<file path="config.mk">
export PLATFORM = sky130hd
export DESIGN_NAME = alu_control_sequencer_flat
export DESIGN_NICKNAME = d
export VERILOG_FILES = /design/src/rtl/alu_control_sequencer_if.sv /design/src/rtl/alu_control_sequencer.sv /design/src/flat_wrapper.sv
export SDC_FILE = /design/constraint.sdc
export NUM_CORES = 1
export LEC_CHECK = 0
export ABC_CLOCK_PERIOD_IN_PS = 4200
export CAP_MARGIN = 40
export CORE_UTILIZATION = 29
export CTS_CLUSTER_SIZE = 30
export DETAILED_ROUTE_END_ITERATION = 16
export HOLD_SLACK_MARGIN = 0.06
export PLACE_DENSITY = 0.84
export SLEW_MARGIN = 0
export SYNTH_ARGS = -nofsm -noshare
export SYNTH_HDL_FRONTEND = slang
export SYNTH_SLANG_ARGS = --single-unit
</file>
<file path="constraint.sdc">
create_clock -name clk -period 4.2 [get_ports clk]
set_input_delay 0.63 -clock clk [delete_from_list [all_inputs] [get_ports clk]]
set_output_delay 0.63 -clock clk [all_outputs]
set_load 0.005 [all_outputs]
</file>
<file path="src/rtl/alu_control_sequencer_if.sv">
// Control bundle between the hardwired sequencer and the datapath.
// The sequencer drives every strobe; the datapath returns IR contents and memory-ready.
interface alu_control_sequencer_if #(
    parameter int OPW = 5
);
    logic [31:0]    ir;
    logic           mem_rdy;

    logic           PCout;
    logic           MARin;
    logic           IncPC;
    logic           PCin;
    logic           Read;
    logic           MDRin;
    logic           MDRout;
    logic           IRin;
    logic           Yin;
    logic           ZLOin;
    logic           ZHIin;
    logic           ZLowout;
    logic           ZHighout;
    logic           HIin;
    logic           LOin;
    logic           Gra;
    logic           Grb;
    logic           Grc;
    logic           Rin;
    logic           Rout;
    logic [OPW-1:0] operation;
    logic           instr_done;
    logic           illegal;
    logic           halted;

    modport master (
        input  ir, mem_rdy,
        output PCout, MARin, IncPC, PCin, Read, MDRin, MDRout, IRin,
               Yin, ZLOin, ZHIin, ZLowout, ZHighout, HIin, LOin,
               Gra, Grb, Grc, Rin, Rout, operation, instr_done, illegal, halted
    );

    modport slave (
        output ir, mem_rdy,
        input  PCout, MARin, IncPC, PCin, Read, MDRin, MDRout, IRin,
               Yin, ZLOin, ZHIin, ZLowout, ZHighout, HIin, LOin,
               Gra, Grb, Grc, Rin, Rout, operation, instr_done, illegal, halted
    );
endinterface

</file>
<file path="src/rtl/alu_control_sequencer.sv">
// Hardwired control unit: fetch (T0-T2) then ALU-class execute steps (T3-T6).
// The state register is the only storage; all strobes are decoded from state, IR and mem_rdy.
module alu_control_sequencer #(
    parameter int OPW  = 5,
    parameter int REGW = 4
) (
    input  logic                      clk,
    input  logic                      clr,
    alu_control_sequencer_if.master   bus
);

    typedef enum logic [3:0] {
        IDLE, T0, T1, T2, T3, T4, T5, T6, HALT
    } state_t;

    localparam logic [OPW-1:0] OP_ADD  = OPW'(5'b00011);
    localparam logic [OPW-1:0] OP_OR   = OPW'(5'b01010);
    localparam logic [OPW-1:0] OP_MUL  = OPW'(5'b01110);
    localparam logic [OPW-1:0] OP_DIV  = OPW'(5'b01111);
    localparam logic [OPW-1:0] OP_NEG  = OPW'(5'b10000);
    localparam logic [OPW-1:0] OP_NOT  = OPW'(5'b10001);
    localparam logic [OPW-1:0] OP_NOP  = OPW'(5'b11010);
    localparam logic [OPW-1:0] OP_HALT = OPW'(5'b11011);
    localparam int FIELD_LSB = 32 - OPW - 3*REGW;

    state_t         state;
    state_t         next_state;
    logic [OPW-1:0] opcode;
    logic           is_alu3;
    logic           is_muldiv;
    logic           is_negnot;
    logic           is_nop;
    logic           is_halt;
    logic           unused_ir_bits;

    assign opcode    = bus.ir[31 -: OPW];
    assign is_alu3   = (opcode >= OP_ADD) && (opcode <= OP_OR);
    assign is_muldiv = (opcode == OP_MUL) || (opcode == OP_DIV);
    assign is_negnot = (opcode == OP_NEG) || (opcode == OP_NOT);
    assign is_nop    = (opcode == OP_NOP);
    assign is_halt   = (opcode == OP_HALT);

    // Ra/Rb/Rc are decoded inside the datapath through Gra/Grb/Grc.
    assign unused_ir_bits = ^{bus.ir[31-OPW:FIELD_LSB], bus.ir[FIELD_LSB-1:0]};

    // clr forces IDLE immediately, which in turn zeroes every strobe.
    always_ff @(posedge clk or negedge clr) begin
        if (!clr) begin
            state <= IDLE;
        end else begin
            state <= next_state;
        end
    end

    // Strobe and next-state decode.
    always_comb begin
        next_state     = state;
        bus.PCout      = 1'b0;
        bus.MARin      = 1'b0;
        bus.IncPC      = 1'b0;
        bus.PCin       = 1'b0;
        bus.Read       = 1'b0;
        bus.MDRin      = 1'b0;
        bus.MDRout     = 1'b0;
        bus.IRin       = 1'b0;
        bus.Yin        = 1'b0;
        bus.ZLOin      = 1'b0;
        bus.ZHIin      = 1'b0;
        bus.ZLowout    = 1'b0;
        bus.ZHighout   = 1'b0;
        bus.HIin       = 1'b0;
        bus.LOin       = 1'b0;
        bus.Gra        = 1'b0;
        bus.Grb        = 1'b0;
        bus.Grc        = 1'b0;
        bus.Rin        = 1'b0;
        bus.Rout       = 1'b0;
        bus.operation  = '0;
        bus.instr_done = 1'b0;
        bus.illegal    = 1'b0;
        bus.halted     = 1'b0;

        case (state)
            IDLE: begin
                next_state = T0;
            end
            T0: begin
                bus.PCout  = 1'b1;
                bus.MARin  = 1'b1;
                bus.IncPC  = 1'b1;
                bus.ZLOin  = 1'b1;
                next_state = T1;
            end
            T1: begin
                // PC reload only in the completing cycle, so a long wait loads it once.
                bus.Read  = 1'b1;
                bus.MDRin = 1'b1;
                if (bus.mem_rdy) begin
                    bus.ZLowout = 1'b1;
                    bus.PCin    = 1'b1;
                    next_state  = T2;
                end
            end
            T2: begin
                bus.MDRout = 1'b1;
                bus.IRin   = 1'b1;
                next_state = T3;
            end
            T3: begin
                if (is_alu3 || is_muldiv) begin
                    bus.Grb    = 1'b1;
                    bus.Rout   = 1'b1;
                    bus.Yin    = 1'b1;
                    next_state = T4;
                end else if (is_negnot) begin
                    bus.Grb       = 1'b1;
                    bus.Rout      = 1'b1;
                    bus.operation = opcode;
                    bus.ZLOin     = 1'b1;
                    next_state    = T4;
                end else if (is_nop) begin
                    bus.instr_done = 1'b1;
                    next_state     = T0;
                end else if (is_halt) begin
                    bus.instr_done = 1'b1;
                    next_state     = HALT;
                end else begin
                    bus.illegal    = 1'b1;
                    bus.instr_done = 1'b1;
                    next_state     = T0;
                end
            end
            T4: begin
                if (is_alu3 || is_muldiv) begin
                    bus.Grc       = 1'b1;
                    bus.Rout      = 1'b1;
                    bus.operation = opcode;
                    bus.ZLOin     = 1'b1;
                    bus.ZHIin     = is_muldiv;
                    next_state    = T5;
                end else if (is_negnot) begin
                    bus.ZLowout    = 1'b1;
                    bus.Gra        = 1'b1;
                    bus.Rin        = 1'b1;
                    bus.instr_done = 1'b1;
                    next_state     = T0;
                end else begin
                    next_state = T0;
                end
            end
            T5: begin
                if (is_alu3) begin
                    bus.ZLowout    = 1'b1;
                    bus.Gra        = 1'b1;
                    bus.Rin        = 1'b1;
                    bus.instr_done = 1'b1;
                    next_state     = T0;
                end else if (is_muldiv) begin
                    bus.ZLowout = 1'b1;
                    bus.LOin    = 1'b1;
                    next_state  = T6;
                end else begin
                    next_state = T0;
                end
            end
            T6: begin
                bus.ZHighout   = 1'b1;
                bus.HIin       = 1'b1;
                bus.instr_done = 1'b1;
                next_state     = T0;
            end
            HALT: begin
                bus.halted = 1'b1;
                next_state = HALT;
            end
            default: begin
                next_state = IDLE;
            end
        endcase
    end

endmodule
</file>
<file path="src/flat_wrapper.sv">
// flat-port wrapper written by rule: the top's interface ports become plain ports
module alu_control_sequencer_flat 
#(
    parameter int OPW  = 5,
    parameter int REGW = 4
)
  (clk, clr, bus_ir, bus_mem_rdy, bus_PCout, bus_MARin, bus_IncPC, bus_PCin, bus_Read, bus_MDRin, bus_MDRout, bus_IRin, bus_Yin, bus_ZLOin, bus_ZHIin, bus_ZLowout, bus_ZHighout, bus_HIin, bus_LOin, bus_Gra, bus_Grb, bus_Grc, bus_Rin, bus_Rout, bus_operation, bus_instr_done, bus_illegal, bus_halted);
  alu_control_sequencer_if #(.OPW(OPW)) bus_i ();
  input  logic clk;
  input  logic clr;
  input wire logic [$bits(bus_i.ir)-1:0] bus_ir;
  input wire logic [$bits(bus_i.mem_rdy)-1:0] bus_mem_rdy;
  output wire logic [$bits(bus_i.PCout)-1:0] bus_PCout;
  output wire logic [$bits(bus_i.MARin)-1:0] bus_MARin;
  output wire logic [$bits(bus_i.IncPC)-1:0] bus_IncPC;
  output wire logic [$bits(bus_i.PCin)-1:0] bus_PCin;
  output wire logic [$bits(bus_i.Read)-1:0] bus_Read;
  output wire logic [$bits(bus_i.MDRin)-1:0] bus_MDRin;
  output wire logic [$bits(bus_i.MDRout)-1:0] bus_MDRout;
  output wire logic [$bits(bus_i.IRin)-1:0] bus_IRin;
  output wire logic [$bits(bus_i.Yin)-1:0] bus_Yin;
  output wire logic [$bits(bus_i.ZLOin)-1:0] bus_ZLOin;
  output wire logic [$bits(bus_i.ZHIin)-1:0] bus_ZHIin;
  output wire logic [$bits(bus_i.ZLowout)-1:0] bus_ZLowout;
  output wire logic [$bits(bus_i.ZHighout)-1:0] bus_ZHighout;
  output wire logic [$bits(bus_i.HIin)-1:0] bus_HIin;
  output wire logic [$bits(bus_i.LOin)-1:0] bus_LOin;
  output wire logic [$bits(bus_i.Gra)-1:0] bus_Gra;
  output wire logic [$bits(bus_i.Grb)-1:0] bus_Grb;
  output wire logic [$bits(bus_i.Grc)-1:0] bus_Grc;
  output wire logic [$bits(bus_i.Rin)-1:0] bus_Rin;
  output wire logic [$bits(bus_i.Rout)-1:0] bus_Rout;
  output wire logic [$bits(bus_i.operation)-1:0] bus_operation;
  output wire logic [$bits(bus_i.instr_done)-1:0] bus_instr_done;
  output wire logic [$bits(bus_i.illegal)-1:0] bus_illegal;
  output wire logic [$bits(bus_i.halted)-1:0] bus_halted;
  assign bus_i.ir = bus_ir;
  assign bus_i.mem_rdy = bus_mem_rdy;
  assign bus_PCout = bus_i.PCout;
  assign bus_MARin = bus_i.MARin;
  assign bus_IncPC = bus_i.IncPC;
  assign bus_PCin = bus_i.PCin;
  assign bus_Read = bus_i.Read;
  assign bus_MDRin = bus_i.MDRin;
  assign bus_MDRout = bus_i.MDRout;
  assign bus_IRin = bus_i.IRin;
  assign bus_Yin = bus_i.Yin;
  assign bus_ZLOin = bus_i.ZLOin;
  assign bus_ZHIin = bus_i.ZHIin;
  assign bus_ZLowout = bus_i.ZLowout;
  assign bus_ZHighout = bus_i.ZHighout;
  assign bus_HIin = bus_i.HIin;
  assign bus_LOin = bus_i.LOin;
  assign bus_Gra = bus_i.Gra;
  assign bus_Grb = bus_i.Grb;
  assign bus_Grc = bus_i.Grc;
  assign bus_Rin = bus_i.Rin;
  assign bus_Rout = bus_i.Rout;
  assign bus_operation = bus_i.operation;
  assign bus_instr_done = bus_i.instr_done;
  assign bus_illegal = bus_i.illegal;
  assign bus_halted = bus_i.halted;
  alu_control_sequencer #(.OPW(OPW), .REGW(REGW)) u_core (.clk(clk), .clr(clr), .bus(bus_i));
endmodule
</file>
Yosys cells after proc, flatten, opt, wreduce, memory -nomap -nowiden
Cells that the tools add are included.

Flip-flop bits (word level): 4. Output and inout port bits: 28. Logic and storage cells: 70.

Magnitude comparators: 2. Eq/ne operators: 15. Mux-type cells: 46. Reduce and logical (&&, ||, !) cells: 6.

Operators with widths (count): $pmux W4 S8 (1); $mux W1 (28); $mux W4 (6); $eq A5 B5 Y1 const B (4); $eq A4 B3 Y1 const B (4); $mux W5 (3); $eq A5 B4 Y1 const B (2); $pmux W5 S2 (1); $eq A4 B2 Y1 const B (2); $mux W3 (2); $pmux W1 S3 (2); $ge A5 B2 Y1 const B (1); $le A5 B4 Y1 const B (1); $eq A4 B1 Y1 const B (1); $eq A4 B4 Y1 const B (1); $logic_not A4 Y1 (1); $pmux W1 S2 (2); $pmux W1 S4 (1); $logic_or A1 B1 Y1 (3); $ne A2 B2 Y1 const B (1); $reduce_or A2 Y1 (1); $logic_and A1 B1 Y1 (1).

Logic depth before layout (Yosys ltp)
Gate-level depths: netlist of the first run.

Depth in word-level cells: 6. Depth in mapped cells: 7. Depth with buffers taken out: 5.

Worst setup path before layout of the first run
No wires, ideal clock.

Kind: input -> output. From: input port bus_ir[28]. To: output port bus_operation[1]. Arrival: 1652 ps. Required time: 3570 ps. Setup slack: 1918 ps. Stages on the path: 6. Cell sequence: buf_6 a21oi_4 xnor2_1 o21bai_4 nor3_2 and2_1.

Word-level cells in the longest chain between the ends: 5. Elaborated cells on any way between the ends: 14.

Ends and longest elaborated chain: start, declared (RTL line flat_wrapper.sv:11) `input wire logic [$bits(bus_i.ir)-1:0] bus_ir;`; $ge A5 B2 Y1 (tied with other cells) (RTL line alu_control_sequencer.sv:37) `assign is_alu3 = (opcode >= OP_ADD) && (opcode <= OP_OR);`; $logic_and A1 B1 Y1 (tied with other cells) (RTL line alu_control_sequencer.sv:37); $logic_or A1 B1 Y1 / $mux W5 (equally long branches) (RTL line alu_control_sequencer.sv:110, alu_control_sequencer.sv:134, alu_control_sequencer.sv:115); $mux W5, on equally long branches (RTL line alu_control_sequencer.sv:134, alu_control_sequencer.sv:110); $pmux W5 S2 (*) (RTL line alu_control_sequencer.sv:83) `case (state)`; end, declared (RTL line flat_wrapper.sv:33) `output wire logic [$bits(bus_i.operation)-1:0] bus_operation;`.

Mark *: on every way between the ends. The rest lies on a longest branch, timed or not.

Worst setup path in the final report of the first run
Ends and elaborated chain as after synthesis.

==> results of run 1 <==
==> kinds of logic after synthesis <==
family                 count (synthesis)
AND/OR/NAND/NOR                       43
AO/OA/AOI/OAI                         15
buffers and inverters                 14
flip-flops                             4
XOR/XNOR                               1
==> final cells by class <==
cell class | instances | area (µm²)
well taps | 25 | 31.3
clock buffers | 3 | 22.5
inverters | 5 | 18.8
fillers | 174 | 860
repair buffers | 35 | 350
multi-input cells | 59 | 363
flip-flops and latches | 4 | 100
==> synth_stat cells <==
cell | n | area [µm²]
and2_1 | 4 | 25.0
nor3_1 | 6 | 30.0
a21oi_1 | 3 | 15.0
buf_6 | 1 | 11.3
a21boi_0 | 1 | 7.51
nand2_1 | 8 | 30.0
a221oi_1 | 1 | 8.76
nor2b_1 | 3 | 18.8
o21ai_0 | 2 | 10.0
dfrtp_1 | 4 | 100
xnor2_1 | 1 | 8.76
a211oi_1 | 2 | 15.0
nand3_1 | 1 | 5.00
buf_2 | 1 | 5.00
nand4b_1 | 1 | 8.76
o21bai_4 | 1 | 18.8
nor3_2 | 1 | 10.0
or4_4 | 1 | 11.3
nand2b_1 | 4 | 25.0
nand4_1 | 2 | 12.5
clkbuf_1 | 1 | 3.75
a31oi_1 | 1 | 6.26
inv_1 | 4 | 15.0
buf_4 | 6 | 45.0
a21oi_4 | 1 | 16.3
or3_1 | 3 | 18.8
a21o_1 | 1 | 7.51
nor3b_1 | 1 | 7.51
clkinv_1 | 1 | 3.75
nor2_1 | 8 | 30.0
o21a_1 | 1 | 7.51
o221ai_1 | 1 | 8.76
==> through the flow <==
step	power (mW)	hold WS, ns	cells
3_5_place_dp	0.340	0.577	128
6_report	0.387	0.587	131
2_1_floorplan	0.224	0.334	77
5_1_grt	0.421	0.600	131
3_3_place_gp	0.333	0.547	128
4_1_cts	0.390	0.582	131
==> layer usage <==
metal | routed length [µm] | part of all wire (%) | global-route usage (%) | vias up
met4 | 29 | 2.0 | 9.09 | 0
li1 | - | - | - | 321
met5 | 0 | 0 | 0 | -
met3 | 73 | 4.9 | 1.59 | 4
met1 | 631 | 43 | 17.8 | 303
met2 | 746 | 50 | 28.0 | 19
==> worst max-delay path by stage <==
| stage | startpoint | endpoint | slack, ns | cells past startpoint |
|---|---|---|---|---|
| finish | bus_ir[28] | bus_operation[1] | 0.70 | 7 |
| CTS | bus_ir[28] | bus_operation[1] | 0.69 | 7 |
| detailed placement | bus_ir[28] | bus_operation[1] | 0.70 | 7 |
| floorplan | bus_ir[28] | bus_operation[1] | 1.92 | 6 |
| global placement | bus_ir[28] | bus_operation[3] | 0.71 | 7 |
| global route | bus_ir[28] | bus_operation[1] | 0.49 | 7 |
==> power by group <==
group | leakage, nW | switching [mW] | total, mW | internal [mW]
Clock | 0.0138 | 0.0157 | 0.0477 | 0.0320
Sequential | 0.0515 | 0.0258 | 0.0794 | 0.0536
Combinational | 0.284 | 0.107 | 0.260 | 0.153
Total | 0.349 | 0.149 | 0.387 | 0.239
==> critical path, cell delays in order <==
cell	delay (ns)
clkdlybuf4s50_1	0.69
a21oi_4	0.10
xnor2_1	0.28
o21bai_4	0.12
nor3_2	0.36
and2_1	0.19
clkdlybuf4s50_1	0.50
==> run summary, run 1 <==
Adder-Cell Fraction of Synth Area -> 0%
Fin crit period -> 3.50 ns
Core footprint -> 0.00175 mm²
Die width -> 45.4 µm
First-pass GRT wire length -> 2370 µm
Root Buffer -> clkbuf_4
Clock Sinks -> 4
Period Utilization, post-route -> 83.3%
I/O pins -> 63
Worst Hold Class -> in2async
Status -> finished clean
GRT Util Overall -> 15.7%
Pleak -> 0.349 nW
Worst setup margin -> 0.701 ns
Hold buffer count at CTS -> 0
Max reg flops -> 4
CP Capture Type -> primary output
Synth-to-Final Area Change -> 62.0%
DP Worst Slack -> 0.699 ns
Setup slack, reg-to-reg -> 2.56 ns
Synth cell types -> 32
Synth Area in Compound Gates -> 22.2%
Residual DRC -> 0
TritonCTS clock tree -> done
Mapped Cells -> 77
I/O Buffers -> 35
Fmax -> 0.286 GHz
Clk_lat worst skew -> 0.23 ns
RSZ-0062 raised after global routing -> no
Mapped Nets -> 112
Worst-margin pin slew -> 0.509 ns
Initial antenna violation count -> 0
Overall die area -> 0.00206 mm²
Critical path type -> in2out
Rows -> 15
Fin util -> 50.8%
Vias/cell -> 4.94
Routed WL -> 1480 µm
Placed cell areas -> 863 µm²
Initial core utilization -> 31.3%
Register area share after synthesis -> 18.3%
1st-iter DRT viols -> 5
Sum of negative setup slack -> 0 ns
Hold Vio Cnt, Final -> 0
Most frequent cells in the layout -> clkdlybuf4s50_1 (35), nand2_1 (8), nor2_1 (8), nor3_1 (6)
XOR/XNOR Fraction of Synth Area -> 1.60%
Remaining global-route overflow -> 0
Setup Buffers After CTS -> 0
Worst-case clock buffer depth -> 2
Crit Path Max Fanout -> 10
Finish-stage setup viols -> 0
Slew Viols, Final -> 0
Largest family of logic cells by synthesized area -> simple AND/OR/NAND/NOR gates
Post-route ant nets -> 0
Worst path required time -> 3.57 ns
Drt wl/cell -> 11.3 µm
Critical path launch point type -> input pin
Power Density -> 437 mW/mm²
Register with the most flip-flops -> u_core.state
Top flop regs -> u_core.state: 4 flops
Yosys reg bits -> 4
Most common cell after layout, fill and taps aside -> clkdlybuf4s50_1
R2r startpoint -> u_core.state[3]
Critical Path AT -> 2.87 ns
Fin nets -> 143
R2R Path End -> u_core.state[1]
Largest net degree at the start of global routing -> 11
Share of cells above drive strength 1 -> 6.60%
Via count -> 647
Cell area after layout -> 886 µm²
Yosys warns -> 0
Cts repair resizes -> 0
Mapped Area -> 547 µm²
R2R cell count -> 4
Dpl hpwl -> 1190 µm
Peak supply drop -> 0.000125 V
Clk_skew -> 0.00102 ns
Total CTS buffers -> 3
Synthesized area per cell -> 7.10 µm²
Gpl congestion -> 0.800
Diode count -> 0
Rel. slew slack -> 65.8%
Fraction of synthesized area in multiplexers -> 0%
First-pass iteration count of the detailed router -> 4
Die span in y -> 45.4 µm
H-tree Lvls -> 1
Max Cap Viol -> 0
Simple-gate area share of the yosys netlist -> 42.6%
Vias in the first global route -> 554
Clock transition at path regs -> 0.04 ns
Note: power is estimated with default switching activity, not from simulation.
==> inputs of run 2 (changes only) <==
--- a/config.mk
+++ b/config.mk
@@ -5,13 +5,13 @@
 export SDC_FILE = /design/constraint.sdc
 export NUM_CORES = 1
 export LEC_CHECK = 0
-export ABC_CLOCK_PERIOD_IN_PS = 4200
+export ABC_CLOCK_PERIOD_IN_PS = 2900
 export CAP_MARGIN = 40
-export CORE_UTILIZATION = 29
+export CORE_UTILIZATION = 24
 export CTS_CLUSTER_SIZE = 30
 export DETAILED_ROUTE_END_ITERATION = 16
 export HOLD_SLACK_MARGIN = 0.06
-export PLACE_DENSITY = 0.84
+export PLACE_DENSITY = 0.75
 export SLEW_MARGIN = 0
 export SYNTH_ARGS = -nofsm -noshare
 export SYNTH_HDL_FRONTEND = slang
==> constraint.sdc (replaced) <==
create_clock -name clk -period 2.9 [get_ports clk]
set_input_delay 0.435 -clock clk [delete_from_list [all_inputs] [get_ports clk]]
set_output_delay 0.435 -clock clk [all_outputs]
set_load 0.005 [all_outputs]
==> run summary, run 2 (same netlist as run 1, synthesis figures left out) <==
Most frequent cells in the layout -> clkdlybuf4s50_1 (34), nand2_1 (8), nor2_1 (8), nor3_1 (6), buf_4 (6)
Register with the most flip-flops -> u_core.state
Status -> finished clean
Int Power -> 0.353 mW (+48%)
Slew Viols, Final -> 0 (unchanged)
WL met3 -> 60 µm (-18%)
Setup Buffers After CTS -> 0 (unchanged)
Clock transition at path regs -> 0.04 ns (about the same)
Finish-stage setup viols -> 0 (unchanged)
1st-iter DRT viols -> 15 (+10)
Cell area after layout -> 947 µm² (+6.9%)
Rows -> 16 (+1)
Clock Sinks -> 4 (unchanged)
Root Buffer -> clkbuf_4
Drt wl/cell -> 11.7 µm (+3.7%)
Via count -> 663 (+2.5%)
Sum of negative setup slack -> 0 ns (unchanged)
Pleak -> 0.404 nW (+16%)
Period Utilization, post-route -> 95.7%
Peak supply drop -> 0.000280 V (+120%)
First-pass iteration count of the detailed router -> 4 (unchanged)
CP Capture Type -> primary output
H-tree Lvls -> 1 (unchanged)
R2R Path End -> u_core.state[1]
Routed WL -> 1630 µm (+10%)
Total CTS buffers -> 3 (unchanged)
Post-route ant nets -> 0 (unchanged)
Crit Path Max Fanout -> 7 (-3)
Comb power frac -> 67.7% (+0.5 points)
Initial core utilization -> 26.8% (-4.5 points)
Diode count -> 0 (unchanged)
Vias/cell -> 4.77 (-3.4%)
Clk_lat worst skew -> 0.23 ns (about the same)
Critical path type -> in2out
Max Cap Viol -> 0 (unchanged)
Critical Path AT -> 2.34 ns (-0.53 ns)
Hold Vio Cnt, Final -> 0 (unchanged)
Worst Hold Class -> in2async
Remaining global-route overflow -> 0 (unchanged)
Max reg flops -> 4 (unchanged)
WL met1 -> 713 µm (+13%)
Core footprint -> 0.00204 mm² (+17%)
Top flop regs -> u_core.state: 4 flops
Fmax -> 0.360 GHz
Clk_skew -> 0.00238 ns (+0.00136 ns)
Synth-to-Final Area Change -> 73.2%
Initial antenna violation count -> 0 (unchanged)
Largest net degree at the start of global routing -> 10 (-1)
Fin Hold WS -> 0.400 ns (-0.187 ns)
Total net switching power -> 0.228 mW (+53%)
Uppermost layer routed -> met4
Seq pwr share -> 20.4% (about the same)
Worst path required time -> 2.47 ns (-1.10 ns)
R2r startpoint -> u_core.state[3]
Vias in the first global route -> 590 (+6.5%)
Dpl hpwl -> 1280 µm (+7.4%)
R2R cell count -> 4 (unchanged)
CP startpoint -> bus_ir[29]
Power Density -> 613 mW/mm² (+40%)
TritonCTS clock tree -> done
Hold buffer count at CTS -> 0 (unchanged)
Worst-margin pin slew -> 0.485 ns (-0.0233 ns)
Fin crit period -> 2.77 ns
WL met2 -> 838 µm (+12%)
Overall die area -> 0.00247 mm² (+20%)
Die width -> 49.7 µm (+9.5%)
Share of cells above drive strength 1 -> 12.5% (+5.9 points)
Switching part of the total power -> 39.2% (+0.79 points)
I/O Buffers -> 35 (unchanged)
Setup slack, reg-to-reg -> 1.20 ns (-1.36 ns)
Rel. slew slack -> 67.4% (+1.6 points)
Clock Power Share -> 11.9% (-0.4 points)
I/O pins -> 63 (unchanged)
Residual DRC -> 0 (unchanged)
RSZ-0062 raised after global routing -> no
Worst-case clock buffer depth -> 2 (unchanged)
Critical path launch point type -> input pin
First-pass GRT wire length -> 2710 µm (+14%)
Placed cell areas -> 911 µm² (+5.5%)
Die span in y -> 49.7 µm (+9.5%)
Gpl congestion -> 0.769 (-3.8%)
Fin nets -> 149 (+4.2%)
Most common cell after layout, fill and taps aside -> clkdlybuf4s50_1
GRT Util Overall -> 14.2% (-1.4 points)
-- run 2: layout make-up --
type	count	area, µm²
inverter	5	18.8
fill	219	1090
multi-input combinational	59	374
timing repair buffer	41	398
tap	27	33.8
clock buffer	3	22.5
sequential	4	100
-- run 2: worst max-delay path by stage --
| stage | endpoint | cells past startpoint |
|---|---|---|
| after floorplan | bus_operation[1] | 6 |
| final | bus_ZLOin | 8 |
| after global placement | bus_operation[1] | 8 |
| after global routing | bus_ZLOin | 8 |
| after detailed placement | bus_operation[3] | 8 |
| after CTS | bus_instr_done | 8 |
-- run 2: worst max-delay path, cell delays in order --
cell and delay (ns):
clkdlybuf4s50_1 0.56, a21oi_4 0.04, xnor2_1 0.12, buf_4 0.14, o21bai_4 0.14, nor3_4 0.07
or3_1 0.37, clkdlybuf4s50_1 0.45
-- run 2: power groups by stage --
stage	clock network, mW	registers [mW]	logic [mW]
after floorplan	0	0.0959	0.229
after global placement	0	0.112	0.382
after detailed placement	0	0.115	0.389
after CTS	0.0733	0.116	0.395
after global routing	0.0787	0.122	0.432
final	0.0693	0.119	0.393
-- run 2: timing repair --
action	CTS	global route
pin swaps	0	1
resized for setup	1	3
setup endpoints to repair	1	7
-- run 2: per-layer routing --
metal	vias to the layer above	track usage (%)
met1	311	16.7
met4	0	7.14
li1	332	-
met2	18	24.3
met3	2	2.78
met5	-	0
-- run 2: per-stage QoR --
step	utilization (%)	std cells	worst slack (ns)	total power, mW
3_5_place_dp	44.6	136	0.00372	0.504
3_3_place_gp	44.6	136	0.0165	0.494
6_report	46.4	139	0.126	0.581
4_1_cts	46.0	139	0.0323	0.584
2_1_floorplan	-	77	1.01	0.325
5_1_grt	46.4	139	0.0115	0.633
==> inputs of run 3 (changes only) <==
--- a/config.mk
+++ b/config.mk
@@ -11,7 +11,7 @@
 export CTS_CLUSTER_SIZE = 30
 export DETAILED_ROUTE_END_ITERATION = 16
 export HOLD_SLACK_MARGIN = 0.06
-export PLACE_DENSITY = 0.75
+export PLACE_DENSITY = 0.76
 export SLEW_MARGIN = 0
 export SYNTH_ARGS = -nofsm -noshare
 export SYNTH_HDL_FRONTEND = slang
==> run summary, run 3 (same netlist as run 1, synthesis figures left out) <==
Status -> finished clean
Worst setup path end -> bus_operation[3]
CP delay by family, top -> buffers and inverters
Register with the most flip-flops -> u_core.state
R2r startpoint -> u_core.state[3]
Slew Viols, Final -> 0 (unchanged)
Fin nets -> 150 (+0.67%)
Post-route ant nets -> 0 (unchanged)
Clk_skew -> 0.00180 ns (-0.000579 ns)
CP startpoint -> bus_ir[28]
Setup Buffers After CTS -> 0 (unchanged)
Via count -> 652 (-1.7%)
Worst path required time -> 2.47 ns (about the same)
Peak supply drop -> 0.000284 V (+1.3%)
Max reg flops -> 4 (unchanged)
CP Capture Type -> primary output
DP Worst Slack -> -0.0743 ns (-0.0780 ns)
Initial antenna violation count -> 0 (unchanged)
Fin crit period -> 2.76 ns (-0.0100 ns)
Initial core utilization -> 26.8% (unchanged)
Switching part of the total power -> 39.0% (-0.21 points)
Fmax -> 0.362 GHz (+0.36%)
R2R Path End -> u_core.state[1]
Total net switching power -> 0.226 mW (-0.62%)
Root Buffer -> clkbuf_4
First-pass GRT wire length -> 2730 µm (+0.77%)
Vias in the first global route -> 641 (+8.6%)
Max Cap Viol -> 0 (unchanged)
Vias/cell -> 4.66 (-2.4%)
Rows -> 16 (unchanged)
Total CTS buffers -> 3 (unchanged)
Worst setup margin -> 0.136 ns (+0.0100 ns)
Gpl congestion -> 0.735 (-4.5%)
Period Utilization, post-route -> 95.3% (-0.35 points)
Critical path type -> in2out
Top flop regs -> u_core.state: 4 flops
Die width -> 49.7 µm (unchanged)
TritonCTS clock tree -> done
Slowest CP cell -> clkdlybuf4s50_1
Most common cell on crit path -> clkdlybuf4s50_1
Critical path launch point type -> input pin
H-tree Lvls -> 1 (unchanged)
Synth-to-Final Area Change -> 75.5%
1st-iter DRT viols -> 12 (-3)
Comb power frac -> 68.2% (+0.5 points)
Worst-margin pin slew -> 0.552 ns (+0.0664 ns)
First-pass iteration count of the detailed router -> 4 (unchanged)
Routed WL -> 1600 µm (-2.0%)
Finish-stage setup viols -> 0 (unchanged)
WP depth -> 7 (-1)
Rel. slew slack -> 62.9% (-4.5 points)
Crit Path Max Fanout -> 7 (unchanged)
R2R cell count -> 4 (unchanged)
Seq pwr share -> 20.2% (-0.2 points)
Worst-case clock buffer depth -> 2 (unchanged)
Clock Power Share -> 11.6% (-0.3 points)
Setup slack, reg-to-reg -> 1.20 ns (about the same)
Int Power -> 0.354 mW (+0.26%)
Most frequent cells in the layout -> clkdlybuf4s50_1 (35), nand2_1 (8), nor2_1 (8), buf_4 (7), nor3_1 (6)
Dpl hpwl -> 1270 µm (-0.92%)
Diode count -> 0 (unchanged)
Critical Path AT -> 2.33 ns (about the same)
Worst path bufs/invs -> 2 (-1)
Drt wl/cell -> 11.4 µm (-2.7%)
Die span in y -> 49.7 µm (unchanged)
CP cell instances -> clkdlybuf4s50_1 -> a21oi_4 -> xnor2_2 -> o21bai_4 -> nor3_4 -> and2_1 -> clkdlybuf4s50_1
Share of cells above drive strength 1 -> 14.2% (+1.7 points)
Residual DRC -> 0 (unchanged)
I/O Buffers -> 35 (unchanged)
Fin Hold WS -> 0.401 ns (+0.00123 ns)
Power Density -> 605 mW/mm² (-1.4%)
Max stage delay on crit path -> 0.56 ns (about the same)
Pleak -> 0.395 nW (-2.0%)
Core footprint -> 0.00204 mm² (unchanged)
Remaining global-route overflow -> 0 (unchanged)
Worst Hold Class -> in2async
Hold Vio Cnt, Final -> 0 (unchanged)
Clk_lat worst skew -> 0.23 ns (about the same)
Clock Sinks -> 4 (unchanged)
Overall die area -> 0.00247 mm² (unchanged)
Largest net degree at the start of global routing -> 9 (-1)
GRT Util Overall -> 14.4% (+0.10 points)
Clock transition at path regs -> 0.04 ns (about the same)
I/O pins -> 63 (unchanged)
Most common cell after layout, fill and taps aside -> clkdlybuf4s50_1
RSZ-0062 raised after global routing -> no
run 3: cell types whose count changed in the layout (fill, tap and decap cells not counted):
cell	before	now
buf_4	6	7
clkdlybuf4s50_1	34	35
dlymetal6s2s_1	1	0
xnor2_1	1	0
xnor2_2	0	1
run 3: worst min-delay path by stage:
| stage | from | endpoint | cells past startpoint |
|---|---|---|---|
| 4_1_cts | clr | u_core.state[0] | 1 |
| 3_3_place_gp | u_core.state[3] | u_core.state[0] | 1 |
| 6_report | clr | u_core.state[0] | 1 |
| 3_5_place_dp | u_core.state[3] | u_core.state[0] | 1 |
| 5_1_grt | clr | u_core.state[0] | 1 |
| 2_1_floorplan | clr | u_core.state[0] | 0 |
run 3: cell type report:
cell class / count / area, µm²
Clock buffer: 3 / 22.5
Inverter: 5 / 18.8
Sequential cell: 4 / 100
Fill cell: 209 / 1080
Multi-Input combinational cell: 59 / 382
Tap cell: 27 / 33.8
Timing Repair Buffer: 42 / 403
run 3: through the flow:
step | utilization (%) | std cells | TNS (ns) | area, µm² | power, mW
finish | 47.0 | 140 | 0 | 960 | 0.580
global route | 47.0 | 140 | 0 | 960 | 0.629
CTS | 46.8 | 140 | 0 | 955 | 0.578
floorplan | - | 77 | 0 | 547 | 0.325
detailed placement | 45.0 | 137 | -0.308 | 918 | 0.500
global placement | 45.0 | 137 | -0.299 | 918 | 0.493
run 3: power by group through the flow:
| stage | registers, mW | clock network (mW) | logic [mW] |
|---|---|---|---|
| after floorplan | 0.0959 | 0 | 0.229 |
| after global placement | 0.111 | 0 | 0.382 |
| after detailed placement | 0.113 | 0 | 0.387 |
| after CTS | 0.112 | 0.0698 | 0.395 |
| after global routing | 0.122 | 0.0760 | 0.431 |
| final | 0.117 | 0.0673 | 0.396 |
run 3: per-layer routing:
metal | wire length [µm] | vias to the layer above | global-route usage (%) | share of wire (%)
met1 | 672 | 289 | 16.7 | 42
li1 | - | 334 | - | -
met5 | 0 | - | 0 | 0
met4 | 9 | 0 | 7.14 | 0.56
met2 | 822 | 27 | 24.1 | 52
met3 | 90 | 2 | 3.70 | 5.6
run 3: repair_timing:
| action | CTS | global route |
|---|---|---|
| gates resized for setup | 2 | 2 |
| hold buffers | 0 | 0 |
| setup endpoints to repair | 5 | 5 |
| endpoints found under the hold margin | 0 | 0 |
